### config.mk
export PLATFORM = sky130hd
export DESIGN_NAME = conv_window_p
export DESIGN_NICKNAME = d
export VERILOG_FILES = /design/src/rtl/conv_window_pkg.sv /design/src/rtl/conv_kernel_alu.sv /design/src/rtl/conv_window_p.sv
export SDC_FILE = /design/constraint.sdc
export NUM_CORES = 1
export LEC_CHECK = 0
export ABC_AREA = 1
export BUFFER_PORTS_ARGS = -buffer_cell sky130_fd_sc_hd__buf_2
export CAP_MARGIN = 30
export CORE_MARGIN = 3
export CORE_UTILIZATION = 32
export DETAILED_ROUTE_END_ITERATION = 6
export SYNTH_ARGS = -nofsm -noshare
export SYNTH_HDL_FRONTEND = slang
export SYNTH_SLANG_ARGS = --single-unit
### constraint.sdc
create_clock -name clk -period 11.6 [get_ports clk]
set_input_delay 1.74 -clock clk [delete_from_list [all_inputs] [get_ports clk]]
set_output_delay 1.74 -clock clk [all_outputs]
set_load 0.005 [all_outputs]
### src/rtl/conv_window_pkg.sv
// Shared encodings and constants for the 3x3 convolution window block.
package conv_window_pkg;

  typedef enum logic [1:0] {
    MODE_GAUSS  = 2'b00,
    MODE_BOX    = 2'b01,
    MODE_EDGE   = 2'b10,
    MODE_CENTRE = 2'b11
  } mode_e;

  typedef enum logic [1:0] {
    ST_IDLE = 2'd0,
    ST_CALC = 2'd1,
    ST_DONE = 2'd2
  } state_e;

  localparam logic [2:0]  GW_CORNER    = 3'd1;
  localparam logic [2:0]  GW_SIDE      = 3'd2;
  localparam logic [2:0]  GW_CENTRE    = 3'd4;
  localparam int unsigned EDGE_SHIFT   = 32'd4;
  localparam int unsigned CENTRE_SHIFT = 32'd4;

  // Row-major index 0..8 to gaussian weight.
  function automatic logic [2:0] gauss_weight(input int idx);
    case (idx)
      0, 2, 6, 8: gauss_weight = GW_CORNER;
      1, 3, 5, 7: gauss_weight = GW_SIDE;
      4:          gauss_weight = GW_CENTRE;
      default:    gauss_weight = 3'd0;
    endcase
  endfunction

endpackage

### src/rtl/conv_kernel_alu.sv
// Combinational evaluation of the four 3x3 kernels on a snapshotted window.
module conv_kernel_alu
  import conv_window_pkg::*;
#(
  parameter int PIX_W = 8,
  parameter int OUT_W = PIX_W + 4
) (
  input  logic [8:0][PIX_W-1:0] win_i,
  input  mode_e                 mode_i,
  output logic [OUT_W-1:0]      result_o
);

  logic [OUT_W-1:0] gauss_s;
  logic [OUT_W-1:0] box_s;
  logic [OUT_W-1:0] edge_s;
  logic [OUT_W-1:0] centre_s;
  logic [PIX_W+1:0] esum_s;
  logic [PIX_W-1:0] esat_s;

  function automatic logic [PIX_W-1:0] absdiff(input logic [PIX_W-1:0] a, input logic [PIX_W-1:0] b);
    if (a >= b) absdiff = a - b;
    else        absdiff = b - a;
  endfunction

  // Kernel datapath and mode select.
  always_comb begin
    gauss_s = '0;
    box_s   = '0;
    for (int i = 0; i < 9; i++) begin
      gauss_s = gauss_s + OUT_W'(win_i[i]) * OUT_W'(gauss_weight(i));
      box_s   = box_s + OUT_W'(win_i[i]);
    end
    esum_s = (PIX_W+2)'(absdiff(win_i[0], win_i[2]))
           + (PIX_W+2)'(absdiff(win_i[3], win_i[5]))
           + (PIX_W+2)'(absdiff(win_i[6], win_i[8]));
    // Horizontal gradient is clamped to one pixel's range before scaling.
    if (esum_s > {2'b00, {PIX_W{1'b1}}}) esat_s = {PIX_W{1'b1}};
    else                                 esat_s = esum_s[PIX_W-1:0];
    edge_s   = OUT_W'(esat_s) << EDGE_SHIFT;
    centre_s = OUT_W'(win_i[4]) << CENTRE_SHIFT;
    case (mode_i)
      MODE_GAUSS:  result_o = gauss_s;
      MODE_BOX:    result_o = box_s;
      MODE_EDGE:   result_o = edge_s;
      MODE_CENTRE: result_o = centre_s;
      default:     result_o = '0;
    endcase
  end

endmodule

### src/rtl/conv_window_p.sv
// 3x3 pixel window with column shift, snapshot-based kernel evaluation and
// a three-state control FSM giving a fixed two-edge result latency.
module conv_window_p
  import conv_window_pkg::*;
#(
  parameter int PIX_W = 8,
  parameter int OUT_W = PIX_W + 4
) (
  input  logic             clk,
  input  logic             rst,
  input  logic [PIX_W-1:0] data_in,
  input  logic [3:0]       reg_select,
  input  logic             write_en,
  input  logic             shift_col,
  input  logic [1:0]       mode,
  input  logic             start,
  output logic             busy,
  output logic             valid,
  output logic [OUT_W-1:0] data_out
);

  logic [8:0][PIX_W-1:0] win_q, win_d;
  logic [8:0][PIX_W-1:0] snap_q;
  mode_e                 mode_q;
  state_e                state_q, state_d;
  logic                  busy_q, valid_q;
  logic [OUT_W-1:0]      data_out_q;
  logic [OUT_W-1:0]      alu_s;
  logic                  right_col_s;
  logic                  wr_ok_s;

  assign right_col_s = (reg_select == 4'd2) || (reg_select == 4'd5) || (reg_select == 4'd8);
  assign wr_ok_s     = write_en && (reg_select < 4'd9) && (!shift_col || right_col_s);

  // Window next state: shift first, then a surviving write overrides.
  always_comb begin
    win_d = win_q;
    if (shift_col) begin
      win_d[0] = win_q[1];
      win_d[1] = win_q[2];
      win_d[3] = win_q[4];
      win_d[4] = win_q[5];
      win_d[6] = win_q[7];
      win_d[7] = win_q[8];
    end else begin
      win_d = win_q;
    end
    if (wr_ok_s) begin
      win_d[reg_select] = data_in;
    end else begin
      win_d[reg_select] = win_d[reg_select];
    end
  end

  // Control FSM next state.
  always_comb begin
    state_d = state_q;
    case (state_q)
      ST_IDLE: begin
        if (start) state_d = ST_CALC;
        else       state_d = ST_IDLE;
      end
      ST_CALC: state_d = ST_DONE;
      ST_DONE: state_d = ST_IDLE;
      default: state_d = ST_IDLE;
    endcase
  end

  conv_kernel_alu #(.PIX_W(PIX_W), .OUT_W(OUT_W)) u_alu (
    .win_i    (snap_q),
    .mode_i   (mode_q),
    .result_o (alu_s)
  );

  // State, window, snapshot and output registers.
  always_ff @(posedge clk) begin
    if (rst) begin
      win_q      <= '0;
      snap_q     <= '0;
      mode_q     <= MODE_GAUSS;
      state_q    <= ST_IDLE;
      busy_q     <= 1'b0;
      valid_q    <= 1'b0;
      data_out_q <= '0;
    end else begin
      win_q   <= win_d;
      state_q <= state_d;
      busy_q  <= (state_d != ST_IDLE);
      valid_q <= (state_q == ST_DONE);
      if (state_q == ST_IDLE && start) begin
        snap_q <= win_q;
        mode_q <= mode_e'(mode);
      end
      if (state_q == ST_DONE) begin
        data_out_q <= alu_s;
      end
    end
  end

  assign busy     = busy_q;
  assign valid    = valid_q;
  assign data_out = data_out_q;

endmodule

==> Word level (Yosys, flattened, before mapping) <==
Cells that the tools add are included.
{ "op_classes": {"addsub": 24, "mul": 0, "n_div": 0, "order_cmp": 7, "eq_ne": 8, "shifts": 0, "muxes": 17, "bitwise": 0, "reduce_logical": 11} }
{ "ops": {"columns": ["cell", "n"], "rows": [
  ["bitwise mux 72 bit", 2],
  ["adder 12 x 8 -> 12 bit", 10],
  ["two-way mux 72 bit", 1],
  ["two-way mux 16 bit", 3],
  ["two-way mux 8 bit", 6],
  ["case mux 12 bit (4 select lines)", 1],
  ["subtractor 8 bit", 6],
  ["adder 12 x 9 -> 12 bit", 3],
  ["binary-select mux 8 bit (select 4 bit)", 1],
  ["demux 8 bit (select 4 bit)", 1],
  [">= comparator 8 bit", 3],
  ["adder 8 x 8 -> 9 bit", 2],
  ["adder 12 x 10 -> 12 bit", 1],
  ["adder 10 x 8 -> 10 bit", 1],
  ["adder 8 x 9 -> 10 bit", 1],
  ["greater-than comparator 10 x 8 -> 1 bit (second input constant)", 1],
  ["== test 2 bit (second input constant)", 3],
  ["less-than comparator 4 x 5 -> 1 bit (second input constant)", 1],
  ["== test 2 x 1 -> 1 bit (second input constant)", 2],
  ["== test 4 x 2 -> 1 bit (second input constant)", 1],
  ["== test 4 x 3 -> 1 bit (second input constant)", 1],
  ["== test 4 bit (second input constant)", 1],
  [">= comparator 4 x 1 -> 1 bit (second input constant)", 1],
  ["logical AND 1 bit", 4],
  ["7 further kinds", 10]
]} }
{ "word_totals": {"regBits": 162, "latch_bits": 0, "ramBits": 0, "rom_bits": 0, "in_bits": 19, "out_inout_bits": 14, "word_cells": 90, "memories": 0} }

==> Logic depth before layout (Yosys ltp) <==
Gate-level depths: netlist of run 1.
{ "logic_depth": {"depth_word": 9, "ltp_mapped": 33, "mapped_depth_nobuf": 32} }

==> By module <==
A second synthesis of run 1 with hierarchy kept.
{ "unflattened": {"cells_unflattened": 1905, "area_unflattened_um2": 13824.5} }
{ "by_module_without_submodules": {"columns": ["module", "n_inst", "cells_per_inst", "area_each_um2", "seq_area_each_um2"], "rows": [
  ["conv_window_p", 1, 996, 7069.3, 3243.1],
  ["conv_kernel_alu", 1, 909, 6755.2, 0.0]
]} }

==> Worst setup path before layout of run 1 <==
No wires, ideal clock.
{ "synth_timing": {"kind": "register to register", "from": "register snap_q[0] (netlist name)", "to": "register data_out_q[9] (netlist: data_out[9])", "setup_ps": 71, "t_arrival_ps": 4692, "required_ps": 11529, "slack_ps": 6838, "stages_incl_launch_ff": 26, "n_path_buf": 0, "period_less_slack_ps": 4762, "path_cell_list": "dfxtp_1 > ha_1 > fa_1 > a21oi_1 > o21ai_0 > nand2_1 > nand2_1 > a21oi_1 > xor2_1 > fa_1 > inv_1 > fa_1 > fa_1 > fa_1 > ha_1 > nand2_1 > nand2_1 > a21oi_1 > nand2_1 > nand2_1 > nand3_1 > nand3_1 > inv_1 > nand2_1 > nand2_1 > a21oi_1"} }
{ "synth_between": {"elab_chain_cells": 9, "word_cells_on_any_way": 25, "cone_classes": "add/sub: 20; order compare: 2; mux: 3"} }
{ "synth_lines": {"columns": ["item", "line_no", "text"], "rows": [
  ["start: declaration", "conv_window_p.sv:23", "logic [8:0][PIX_W-1:0] snap_q;"],
  ["start signal: assignment", "conv_window_p.sv:91", "snap_q <= win_q;"],
  ["adder 8 x 9 -> 10 bit or adder 8 x 8 -> 9 bit (tied branches)", "conv_kernel_alu.sv:30, conv_kernel_alu.sv:31", null],
  ["adder 12 x 8 -> 12 bit, on equally long branches", "conv_kernel_alu.sv:30, conv_kernel_alu.sv:31", null],
  ["adder 12 x 9 -> 12 bit or adder 12 x 8 -> 12 bit (tied branches)", "conv_kernel_alu.sv:30, conv_kernel_alu.sv:31", null],
  ["adder 12 x 10 -> 12 bit or adder 12 x 8 -> 12 bit (tied branches)", "conv_kernel_alu.sv:30, conv_kernel_alu.sv:31", null],
  ["adder 12 x 9 -> 12 bit or adder 12 x 8 -> 12 bit (tied branches)", "conv_kernel_alu.sv:30, conv_kernel_alu.sv:31", null],
  ["adder 12 x 8 -> 12 bit, on equally long branches", "conv_kernel_alu.sv:30, conv_kernel_alu.sv:31", null],
  ["adder 12 x 9 -> 12 bit or adder 12 x 8 -> 12 bit (tied branches)", "conv_kernel_alu.sv:30, conv_kernel_alu.sv:31", null],
  ["adder 12 x 8 -> 12 bit, on equally long branches", "conv_kernel_alu.sv:30, conv_kernel_alu.sv:31", null],
  ["case mux 12 bit (4 select lines) (*)", "conv_kernel_alu.sv:41", "case (mode_i)"],
  ["end signal: assignment", "conv_window_p.sv:95", "data_out_q <= alu_s;"],
  ["end: declaration", "conv_window_p.sv:27", "logic [OUT_W-1:0] data_out_q;"]
]} }
Every way passes the cells marked *; elsewhere a longest branch is shown, timed or not.
A chain may end at the register's enable or synchronous reset.

==> Worst setup path in the final report of run 1 <==
{ "layout_timing": {"from": "register snap_q[1] (netlist name)", "to": "register data_out_q[11] (netlist: data_out[11])"} }
Same word-level chain as after synthesis.

==> reports/qor.yml, run 1 <==
clock_tree:
  cts_hold_buf: 0
  cts_setup_buffers: 0
  cts_tree: "yes"
  htreeDepth: 4
  cts.clk_slew.worst_paths_ps: 80
  clock_sinks: 162
  cts-buffers-inserted: 17
  cts_max_path_buffers: 2
  clk_latency_ps: 440
  cts.repair.resized: 0
  root_buffer: "clkbuf_16"
yosys:
  synthTopCellsByCount: "nand2_1 (339), inv_1 (317), o21ai_0 (192)"
  synth_edf_count: 0
  syn-cell-area_sq_um: 13400
  netlist.area_leader.share: 0.241
  synth_nets: 2033
  ys_warn_count: 0
  synth_cells: 1806
  ys.flop_type: "dfxtp_1"
  yosysMostFrequentCell: "nand2_1"
  synth_seq_area_share: 0.241
  yosys-top-cells-area: "dfxtp_1 (24%), fa_1 (16%), ha_1 (9.6%)"
  yosys.area.top_type: "dfxtp_1"
  ys_ff_latch: 162
  post_synth.cell_area_avg_sq_um: 7.44
  synth_cell_types: 49
  synthArstFlopShare: 0
hold_path:
  hp-start: "state_q[1]"
  hold_class: "register to register"
drt:
  wirelength_mm: 41.8
  ant_nets: 0
  drt_iter0_markers: 1112
  drc: 0
  post_drt_via_cell_ratio: 5.14
  vias: 12100
  drt_pass1_iterations: 6
  wl_per_cell_microns: 17.8
floorplanning:
  dieArea_sq_um: 44500
  die_w_microns: 211
  core-area_sq_um: 41100
  rows: 74
  initial_core_util: 0.327
  dieHeight_microns: 211
  pin_count: 33
timing:
  period_minus_slack_ps: 5360
  fin_crit_sh: 0.462
  worstMarginPinSlew_ps: 1070
  skew_ps: 15.9
  finalHoldViolCount: 0
  grt_setup_unrepaired: "no"
  setup_violations: 0
  slew_viol_final: 0
  max_freq_ghz: 0.187
  fin_ws_ps: 6240
  final.setup.tns_ps: 0
  finalHoldWorstSlack_ps: 439
  slew_headroom: 0.282
global_routing:
  grt_usage: 0.189
  antenna_found_initial: 2
  grt_start_max_net_pins: 96
  grt_pass1_wl_mm: 65.8
  grt_pass1_vias: 11700
  grt_overflow: 0
critical_path:
  crit_path_frequent_cell: "fa_1"
  arrival_ps: 5750
  reg2reg_from: "snap_q[1]"
  critical_path_class: "register to register"
  crit_chain: "ha_1 -> fa_1 -> xnor2_1 -> fa_1 -> fa_1 -> inv_1 -> fa_1 -> fa_1 -> ha_1 -> inv_1 -> fa_1 -> nand3b_1 -> nand2_1 -> nand3_1 -> nand3_1 -> nand2_1 -> o21ai_0 -> inv_1 -> nand4_1 -> nand2_1 -> inv_1"
  required_ps: 11990
  startpoint_type: "register"
  cp_max_fo: 6
  cpPeakStageDelay_ps: 620
  startpoint: "snap_q[1]"
  cp_slowest_cell: "fa_1"
  cp-end-kind: "register"
  worst-r2r-setup-slack_ps: 6240
finish:
  stdcell_area_sq_um: 14600
  fillerInstances: 4370
  drive_above_1_share: 0.0601
  nets: 2030
  syn_to_final_growth_pct: 8.66
  n_antenna_cell: 0
pwr:
  p_int_mw: 1.64
  netSwitchingFraction: 0.491
  pwr-share-comb: 0.635
  power_leakage_nw: 7.01
  power_mw: 3.22
  p_per_area_nw_per_um2: 220
  power_frac_seq: 0.197
  ir_drop_mv: 0.195
  power.clock.fraction: 0.168
  p_switching_mw: 1.58
job:
  maxCapViolations: 0
place:
  dp_hpwl_mm: 32.9
  place_ws_ps: 6360
  io_buffers: 32
  place.gp.congestion: 0.928
  placed_cell_area_sq_um: 14100
status:
  outcome: "completed"
==> sequential cells by signal, summed over array words and instances, names as in the netlist <==
name      count
valid         1
mode_q        2
snap_q       72
busy          1
win_q        72
data_out     12
state_q       2
==> cell usage in the layout, fill, tap and decap left out, types with 7 or more instances in the layout <==
master | synthesis | final
or2_2 | 7 | 7
o221ai_1 | 7 | 7
nand4_1 | 13 | 13
xnor2_1 | 19 | 19
a31oi_1 | 21 | 21
a21oi_1 | 185 | 185
nand3_1 | 66 | 65
o211ai_1 | 9 | 9
o22ai_1 | 17 | 17
inv_1 | 317 | 317
nand2_1 | 339 | 339
nor2_1 | 69 | 69
ha_1 | 103 | 103
mux2i_1 | 9 | 9
dfxtp_1 | 162 | 162
xor2_1 | 35 | 35
o21ai_0 | 192 | 192
mux2_2 | 7 | 7
fa_1 | 105 | 105
clkbuf_16 | 0 | 17
nand2_2 | 8 | 8
buf_2 | 13 | 32
==> stage by stage <==
step	std cells	utilization
floorplan	1806	-
global placement	2316	0.342
detailed placement	2316	0.342
CTS	2347	0.355
global route	2347	0.355
finish	2347	0.355
==> path summary, 6_finish.rpt <==
path,cells after the start,to
worst min-delay path,1,state_q[1]
worst min register to register,1,state_q[1]
worst max-delay path,21,data_out[11]
worst max register to register,21,data_out[11]
==> worst max-delay path, delay by kind of cell, from the launching register on <==
kind / cells / cell delay (ps)
AOI/OAI and AO/OA: 1 / 300
and+or+nand+nor: 7 / 680
adders and majority gates: 8 / 3410
DFF: 1 / 400
buffers and inverters: 4 / 280
xor gates and xnor gates: 1 / 240
==> power by group through the flow <==
stage	Combinational [mW]	Sequential, mW	Clock (mW)
final	2.04	0.633	0.540
after global routing	2.32	0.637	0.569
after CTS	2.04	0.632	0.541
after detailed placement	2.02	0.645	0
after global placement	2.00	0.644	0
after floorplan	1.51	0.630	0
==> metal layers <==
metal	wire length (microns)	track usage
met5	14	0
met1	18700	0.263
met3	2750	0.0285
met4	1330	0.0628
met2	18900	0.302
==> final cells by class <==
type	instances	area (sq um)	area share
clock buffers	19	433	0.0297
clock inverters	12	98.8	0.00677
inverters	326	1220	0.0839
multi-input cells	1258	8730	0.598
flip-flops and latches	162	3240	0.222
well taps	532	666	0.0456
repair buffers	38	205	0.0141
==> logic make-up after synthesis <==
logic type,after synthesis,synth area share
buffers and inverters,386,0.110
AND/OR/NAND/NOR,522,0.163
XOR/XNOR,54,0.0352
multiplexers,16,0.0126
flip-flops,162,0.241
adder cells (fa/ha/maj),208,0.252
AO/OA/AOI/OAI,458,0.186
Power figures use the tool's default switching activity.
==> run 2: changes to the inputs <==
--- a/config.mk
+++ b/config.mk
@@ -5,7 +5,7 @@
 export SDC_FILE = /design/constraint.sdc
 export NUM_CORES = 1
 export LEC_CHECK = 0
-export ABC_AREA = 1
+export ABC_AREA = 0
 export BUFFER_PORTS_ARGS = -buffer_cell sky130_fd_sc_hd__buf_2
 export CAP_MARGIN = 30
 export CORE_MARGIN = 3
==> constraint.sdc (replaced) <==
create_clock -name clk -period 5.2 [get_ports clk]
set_input_delay 0.78 -clock clk [delete_from_list [all_inputs] [get_ports clk]]
set_output_delay 0.78 -clock clk [all_outputs]
set_load 0.005 [all_outputs]
==> reports/qor.yml, run 2 <==
status:
  outcome: "finished with violations"
  violations: "negative setup slack"
finish:
  register_area_sq_um: 3250  # +0.27%
  fin_cells: 2197  # -6.4%
  syn_to_final_growth_pct: 17.0
  drive_above_1_share: 0.180  # +0.120
  nets: 1881  # -7.3%
  final_cell_mix: "nand2_1 (253), a21oi_1 (178), inv_1 (164)"
  layout_commonest_cell: "nand2_1"
  multi_input_area_sq_um: 9500  # +8.9%
  fillerInstances: 4223  # -3.4%
yosys:
  ys_warn_count: 0  # unchanged
  post_synth.cell_area_avg_sq_um: 8.58  # +15%
  synthTopCellsByCount: "nand2_1 (256), a21oi_1 (194), inv_1 (167)"
  netlist.area_leader.share: 0.242  # +0.000631
  yosysMostFrequentCell: "nand2_1"
  yosys.area.top_type: "dfxtp_1"
  syn-cell-area_sq_um: 13400  # -0.26%
  synthArstFlopShare: 0  # unchanged
  ys_ff_latch: 162  # unchanged
  yosys-top-cells-area: "dfxtp_1 (24%), fa_1 (16%), ha_1 (9.6%)"
  synth_cell_types: 75  # +53%
  synth_cells: 1562  # -14%
  synth_seq_area_share: 0.242  # +0.000631
  ys.flop_type: "dfxtp_1"
  synth_edf_count: 0  # unchanged
  synth_nets: 1789  # -12%
job:
  maxCapViolations: 0  # unchanged
critical_path:
  cp_slowest_cell: "fa_1"
  path_buf_inv: 3  # -1
  cpPeakStageDelay_ps: 500  # -120 ps
  worstReg2RegEnd: "data_out[11]"
  startpoint: "snap_q[1]"
  crit_path_frequent_cell: "fa_1"
  cp-end-kind: "register"
  crit_chain: "ha_4 -> fa_2 -> buf_4 -> xnor2_1 -> fa_1 -> fa_1 -> inv_1 -> fa_1 -> fa_1 -> ha_1 -> inv_1 -> fa_2 -> nor2b_2 -> o31a_1 -> or4_4 -> a31oi_4 -> xor2_1 -> nand2_1 -> a311oi_1"
  crit_family: "adder cells"
  critical_path_class: "register to register"
  reg2reg_from: "snap_q[1]"
  startpoint_type: "register"
  cp_max_fo: 3  # -3
  rr_worst_depth: 19  # -9.5%
  required_ps: 5560  # -6430 ps
  arrival_ps: 5630  # -120 ps
  worst-r2r-setup-slack_ps: -70  # -6310 ps
clock_tree:
  clk_latency_ps: 450  # about the same
  cts_max_path_buffers: 2  # unchanged
  htreeDepth: 4  # unchanged
  root_buffer: "clkbuf_16"
  cts_tree: "yes"
  cts-buffers-inserted: 17  # unchanged
  clock_sinks: 162  # unchanged
  cts.clk_slew.worst_paths_ps: 80  # about the same
timing:
  worstMarginPinSlew_ps: 922  # -151 ps
  slew_viol_final: 0  # unchanged
  slew_headroom: 0.386  # +0.103
  setup_violations: 1  # +1
  max_freq_ghz: 0.190  # +1.6%
  grt_setup_unrepaired: "yes"
  finalHoldWorstSlack_ps: 455  # +16.1 ps
  finalHoldViolCount: 0  # unchanged
  skew_ps: 26.3  # +10.4 ps
  fin_ws_ps: -74.1  # -6310 ps
  period_minus_slack_ps: 5270  # -86.5 ps
  fin_crit_sh: 1.01  # +0.552
drt:
  drt_iter0_markers: 897  # -19%
  dr_wl_met2_mm: 18.1  # -4.6%
  post_drt_via_cell_ratio: 5.16  # +0.32%
  ant_nets: 0  # unchanged
  met1Wirelength_mm: 19.8  # +5.7%
  wl_met3_mm: 2.02  # -27%
  wirelength_mm: 40.7  # -2.6%
  wl_per_cell_microns: 18.5  # +4.1%
  vias: 11300  # -6.1%
  drt_pass1_iterations: 5  # -1
  top_layer: "met4"
  drc: 0  # unchanged
place:
  io_buffers: 32  # unchanged
  dp_hpwl_mm: 31.7  # -3.8%
  dp_cells: 2152  # -7.1%
  place.gp.congestion: 0.914  # -1.5%
floorplanning:
  dieArea_sq_um: 44400  # -0.26%
  pin_count: 33  # unchanged
  dieHeight_microns: 211  # -0.13%
  initial_core_util: 0.326  # -0.000852
  die_w_microns: 211  # -0.13%
  core-area_sq_um: 41100  # unchanged
  rows: 74  # unchanged
hold_path:
  hold_depth: 2  # +1
  hold_class: "register to register"
  hp-start: "win_q[29]"
  whs_endpoint: "snap_q[29]"
global_routing:
  grt_overflow: 0  # unchanged
  grt_start_max_net_pins: 80  # -17%
  grt_usage: 0.182  # -0.00714
  grt_pass1_vias: 11200  # -4.3%
  grt_pass1_wl_mm: 63.1  # -4.1%
  antenna_found_initial: 1  # -1
pwr:
  p_per_area_nw_per_um2: 192  # -13%
  power_leakage_nw: 6.53  # -6.8%
  ir_drop_mv: 0.208  # +6.9%
[run 2: kinds of logic (layout without fill, tap and decap cells)]
kind of cell / Yosys count / after routing / share of synthesized area
DFF: 162 / 162 / 0.242
AOI/OAI and AO/OA: 389 / 389 / 0.190
muxes: 81 / 81 / 0.0698
adders and majority gates: 208 / 208 / 0.253
and+or+nand+nor: 428 / 428 / 0.136
xor gates and xnor gates: 52 / 52 / 0.0345
other: 0 / 1 / 0
buffers and inverters: 242 / 344 / 0.0741
[run 2: power breakdown]
group,switching [mW],internal [mW]
registers,0.0234,1.26
clock network,0.574,0.699
logic,0.278,0.171
total,0.876,2.13
[run 2: final cells by class]
cell class / instances / area share
clock buffers: 20 / 0.0298
repair buffers: 146 / 0.0671
inverters: 169 / 0.0405
clock inverters: 9 / 0.00631
multi-input cells: 1158 / 0.606
well taps: 532 / 0.0425
flip-flops and latches: 162 / 0.207
diodes: 1 / 0.000160
[run 2: tightest hold or removal path, cell delays in order, from the launching register on]
cell and delay (ps):
dfxtp_1 320, nand2_1 60, a21oi_1 50
[run 2: per-stage QoR]
step | total power [mW] | util | worst slack [ps] | setup TNS (ps) | cell area, sq um
final | 3.01 | 0.381 | -74.1 | -74.1 | 15700
after global routing | 3.11 | 0.381 | -304 | -650 | 15700
after global placement | 1.72 | 0.356 | -145 | -224 | 14700
after CTS | 3.00 | 0.374 | -63.2 | -64.1 | 15400
after detailed placement | 1.73 | 0.356 | -241 | -825 | 14700
after floorplan | 1.60 | - | 1.12 | 0 | 13400
[run 2: repair_timing]
action | CTS | global route
pin swaps | 17 | 49
gates resized for setup | 24 | 57
hold buffers | 0 | 0
setup endpoints to repair | 8 | 8
setup buffers | 7 | 8
cloned | 0 | 0
[run 2: worst max path at each step]
stage | end | slack (ps) | depth (start not counted)
finish | data_out[11] | -70 | 19
global placement | data_out[11] | -140 | 20
floorplan | data_out[11] | 1 | 20
detailed placement | data_out[11] | -240 | 20
CTS | data_out[11] | -60 | 20
global route | data_out[11] | -300 | 19
[run 2: per-layer routing]
metal	global-route usage	vias to the layer above
met5	0	-
met4	0.0448	0
met3	0.0252	57
met2	0.286	312
met1	0.265	5515
li1	-	5447
==> run 3: changes to the inputs <==
--- a/config.mk
+++ b/config.mk
@@ -11,6 +11,7 @@
 export CORE_MARGIN = 3
 export CORE_UTILIZATION = 32
 export DETAILED_ROUTE_END_ITERATION = 6
+export GPL_TIMING_DRIVEN = 0
 export SYNTH_ARGS = -nofsm -noshare
 export SYNTH_HDL_FRONTEND = slang
 export SYNTH_SLANG_ARGS = --single-unit
==> constraint.sdc (replaced) <==
create_clock -name clk -period 4.6 [get_ports clk]
set_input_delay 0.69 -clock clk [delete_from_list [all_inputs] [get_ports clk]]
set_output_delay 0.69 -clock clk [all_outputs]
set_load 0.005 [all_outputs]
==> reports/qor.yml, run 3 (synthesized netlist as in run 2, its figures left out) <==
drt:
  post_drt_via_cell_ratio: 5.23  # +1.3%
  vias: 11400  # +0.83%
  drt_iter0_markers: 932  # +3.9%
  drc: 0  # unchanged
  ant_nets: 0  # unchanged
  wl_per_cell_microns: 20.3  # +9.3%
  wirelength_mm: 44.3  # +8.8%
  drt_pass1_iterations: 7  # +2
critical_path:
  startpoint: "snap_q[8]"
  critical_path_class: "register to register"
  rr_worst_depth: 19  # unchanged
  worst-r2r-setup-slack_ps: -900  # -830 ps
  cp-end-kind: "register"
  required_ps: 4950  # -610 ps
  startpoint_type: "register"
  arrival_ps: 5860  # +230 ps
  reg2reg_from: "snap_q[8]"
  cp_max_fo: 3  # unchanged
  worstReg2RegEnd: "data_out[11]"
timing:
  slew_headroom: 0.312  # -0.0734
  max_freq_ghz: 0.182  # -4.2%
  final.setup.tns_ps: -4690  # -4610 ps
  setup_violations: 8  # +7
  fin_crit_sh: 1.20  # +0.182
  worstMarginPinSlew_ps: 1020  # +102 ps
  grt_setup_unrepaired: "yes"
  fin_ws_ps: -903  # -829 ps
  finalHoldViolCount: 0  # unchanged
  period_minus_slack_ps: 5500  # +229 ps
  skew_ps: 16.1  # -10.2 ps
  slew_viol_final: 0  # unchanged
clock_tree:
  cts-buffers-inserted: 17  # unchanged
  clk_latency_ps: 440  # about the same
  root_buffer: "clkbuf_16"
  htreeDepth: 4  # unchanged
  cts.clk_slew.worst_paths_ps: 80  # about the same
  cts_tree: "yes"
  clock_sinks: 162  # unchanged
  cts_max_path_buffers: 2  # unchanged
finish:
  layout_commonest_cell: "nand2_1"
  utilization: 0.382  # +0.000822
  stdcell_area_sq_um: 15700  # +0.22%
  final_cell_mix: "nand2_1 (254), a21oi_1 (170), inv_1 (153)"
  syn_to_final_growth_pct: 17.2
  nets: 1868  # -0.69%
  n_antenna_cell: 0  # -1
  fin_cells: 2186  # -0.50%
  drive_above_1_share: 0.174  # -0.00556
floorplanning:
  core-area_sq_um: 41100  # unchanged
  initial_core_util: 0.326  # unchanged
  die_w_microns: 211  # unchanged
  rows: 74  # unchanged
  pin_count: 33  # unchanged
  dieArea_sq_um: 44400  # unchanged
  dieHeight_microns: 211  # unchanged
hold_path:
  whs_endpoint: "snap_q[27]"
  hold_class: "register to register"
  hold_depth: 2  # unchanged
  hp-start: "win_q[27]"
place:
  place.gp.congestion: 0.914  # about the same
  dp_hpwl_mm: 35.3  # +12%
  placed_cell_area_sq_um: 14400  # -1.8%
  dp_cells: 2122  # -1.4%
  io_buffers: 28  # -13%
global_routing:
  grt_pass1_wl_mm: 67.4  # +6.9%
  grt_start_max_net_pins: 17  # -79%
  grt_overflow: 0  # unchanged
  grt_usage: 0.198  # +0.0163
  antenna_found_initial: 0  # -1
  grt_pass1_vias: 11300  # +0.27%
job:
  maxCapViolations: 0  # unchanged
pwr:
  power_leakage_nw: 6.36  # -2.7%
  ir_drop_mv: 0.201  # -3.4%
  p_per_area_nw_per_um2: 222  # +16%
status:
  outcome: "finished with violations"
  violations: "negative setup slack"
## run 3: changes by cell type in the layout (fill, tap and decap cells not counted), moves of 9 or more
cell      change
a21oi_2       +9
clkbuf_1     +45
dfxtp_1      -13
inv_1        -11
inv_2        +10
buf_4        -77
## run 3: final cells by class
type                            instances  area (sq um)
Buffer                                 72           368
Clock buffer                           18           439
Clock inverter                         14           165
Fill cell                            4225         25400
Inverter                              169           637
Multi-Input combinational cell       1158          9730
Sequential cell                       162          3290
Tap cell                              532           666
Timing Repair Buffer                   61           419
## run 3: metal layers
layer / global-route usage / routed length [microns] / up-vias
met4: 0.0647 / 1520 / 0
met5: 0 / 0 / -
met3: 0.0398 / 2980 / 70
met2: 0.315 / 19800 / 406
met1: 0.272 / 19900 / 5515
li1: - / - / 5434
## run 3: worst max-delay path: stages (launching register included)
cell      delay [ps]
dfxtp_4          370
ha_4             170
fa_2             350
a21o_1           180
a21oi_2          150
buf_4            160
xnor2_4          130
fa_1             480
fa_1             580
fa_1             440
fa_1             600
inv_2             70
ha_4             220
nor2b_1          150
o31a_1           270
or4_4            450
a31oi_4          150
xor2_1           150
nand2_1           80
a311oi_2         270
## run 3: what timing repair did
item                                   4_1_cts  5_1_grt
endpoints found under the hold margin        0        0
setup endpoints to repair                    9        9
hold buffers                                 0        0
gates resized for setup                     62       41
buffers inserted                            25        7
pin swaps                                   48       48
## run 3: report_power, final
group | leakage [nW] | total [mW] | switching [mW] | internal [mW]
sequential | 1.32 | 1.45 | 0.0284 | 1.42
clock | 0.296 | 1.49 | 0.662 | 0.833
combinational | 4.74 | 0.542 | 0.344 | 0.198
total | 6.36 | 3.48 | 1.03 | 2.45
## run 3: worst max path at each step
stage / end / cells past startpoint / slack [ps]
finish: data_out[11] / 19 / -900
floorplan: data_out[11] / 20 / -430
global placement: data_out[11] / 20 / -960
global route: data_out[10] / 20 / -1020
CTS: data_out[11] / 20 / -900
detailed placement: data_out[11] / 19 / -970
## run 3: metrics by stage
| step | hold WS, ps | worst slack [ps] | power [mW] |
|---|---|---|---|
| finish | 433 | -903 | 3.48 |
| global route | 474 | -1020 | 3.59 |
| CTS | 445 | -898 | 3.47 |
| detailed placement | 452 | -971 | 1.97 |
| global placement | 446 | -956 | 1.97 |
| floorplan | 421 | -430 | 1.81 |
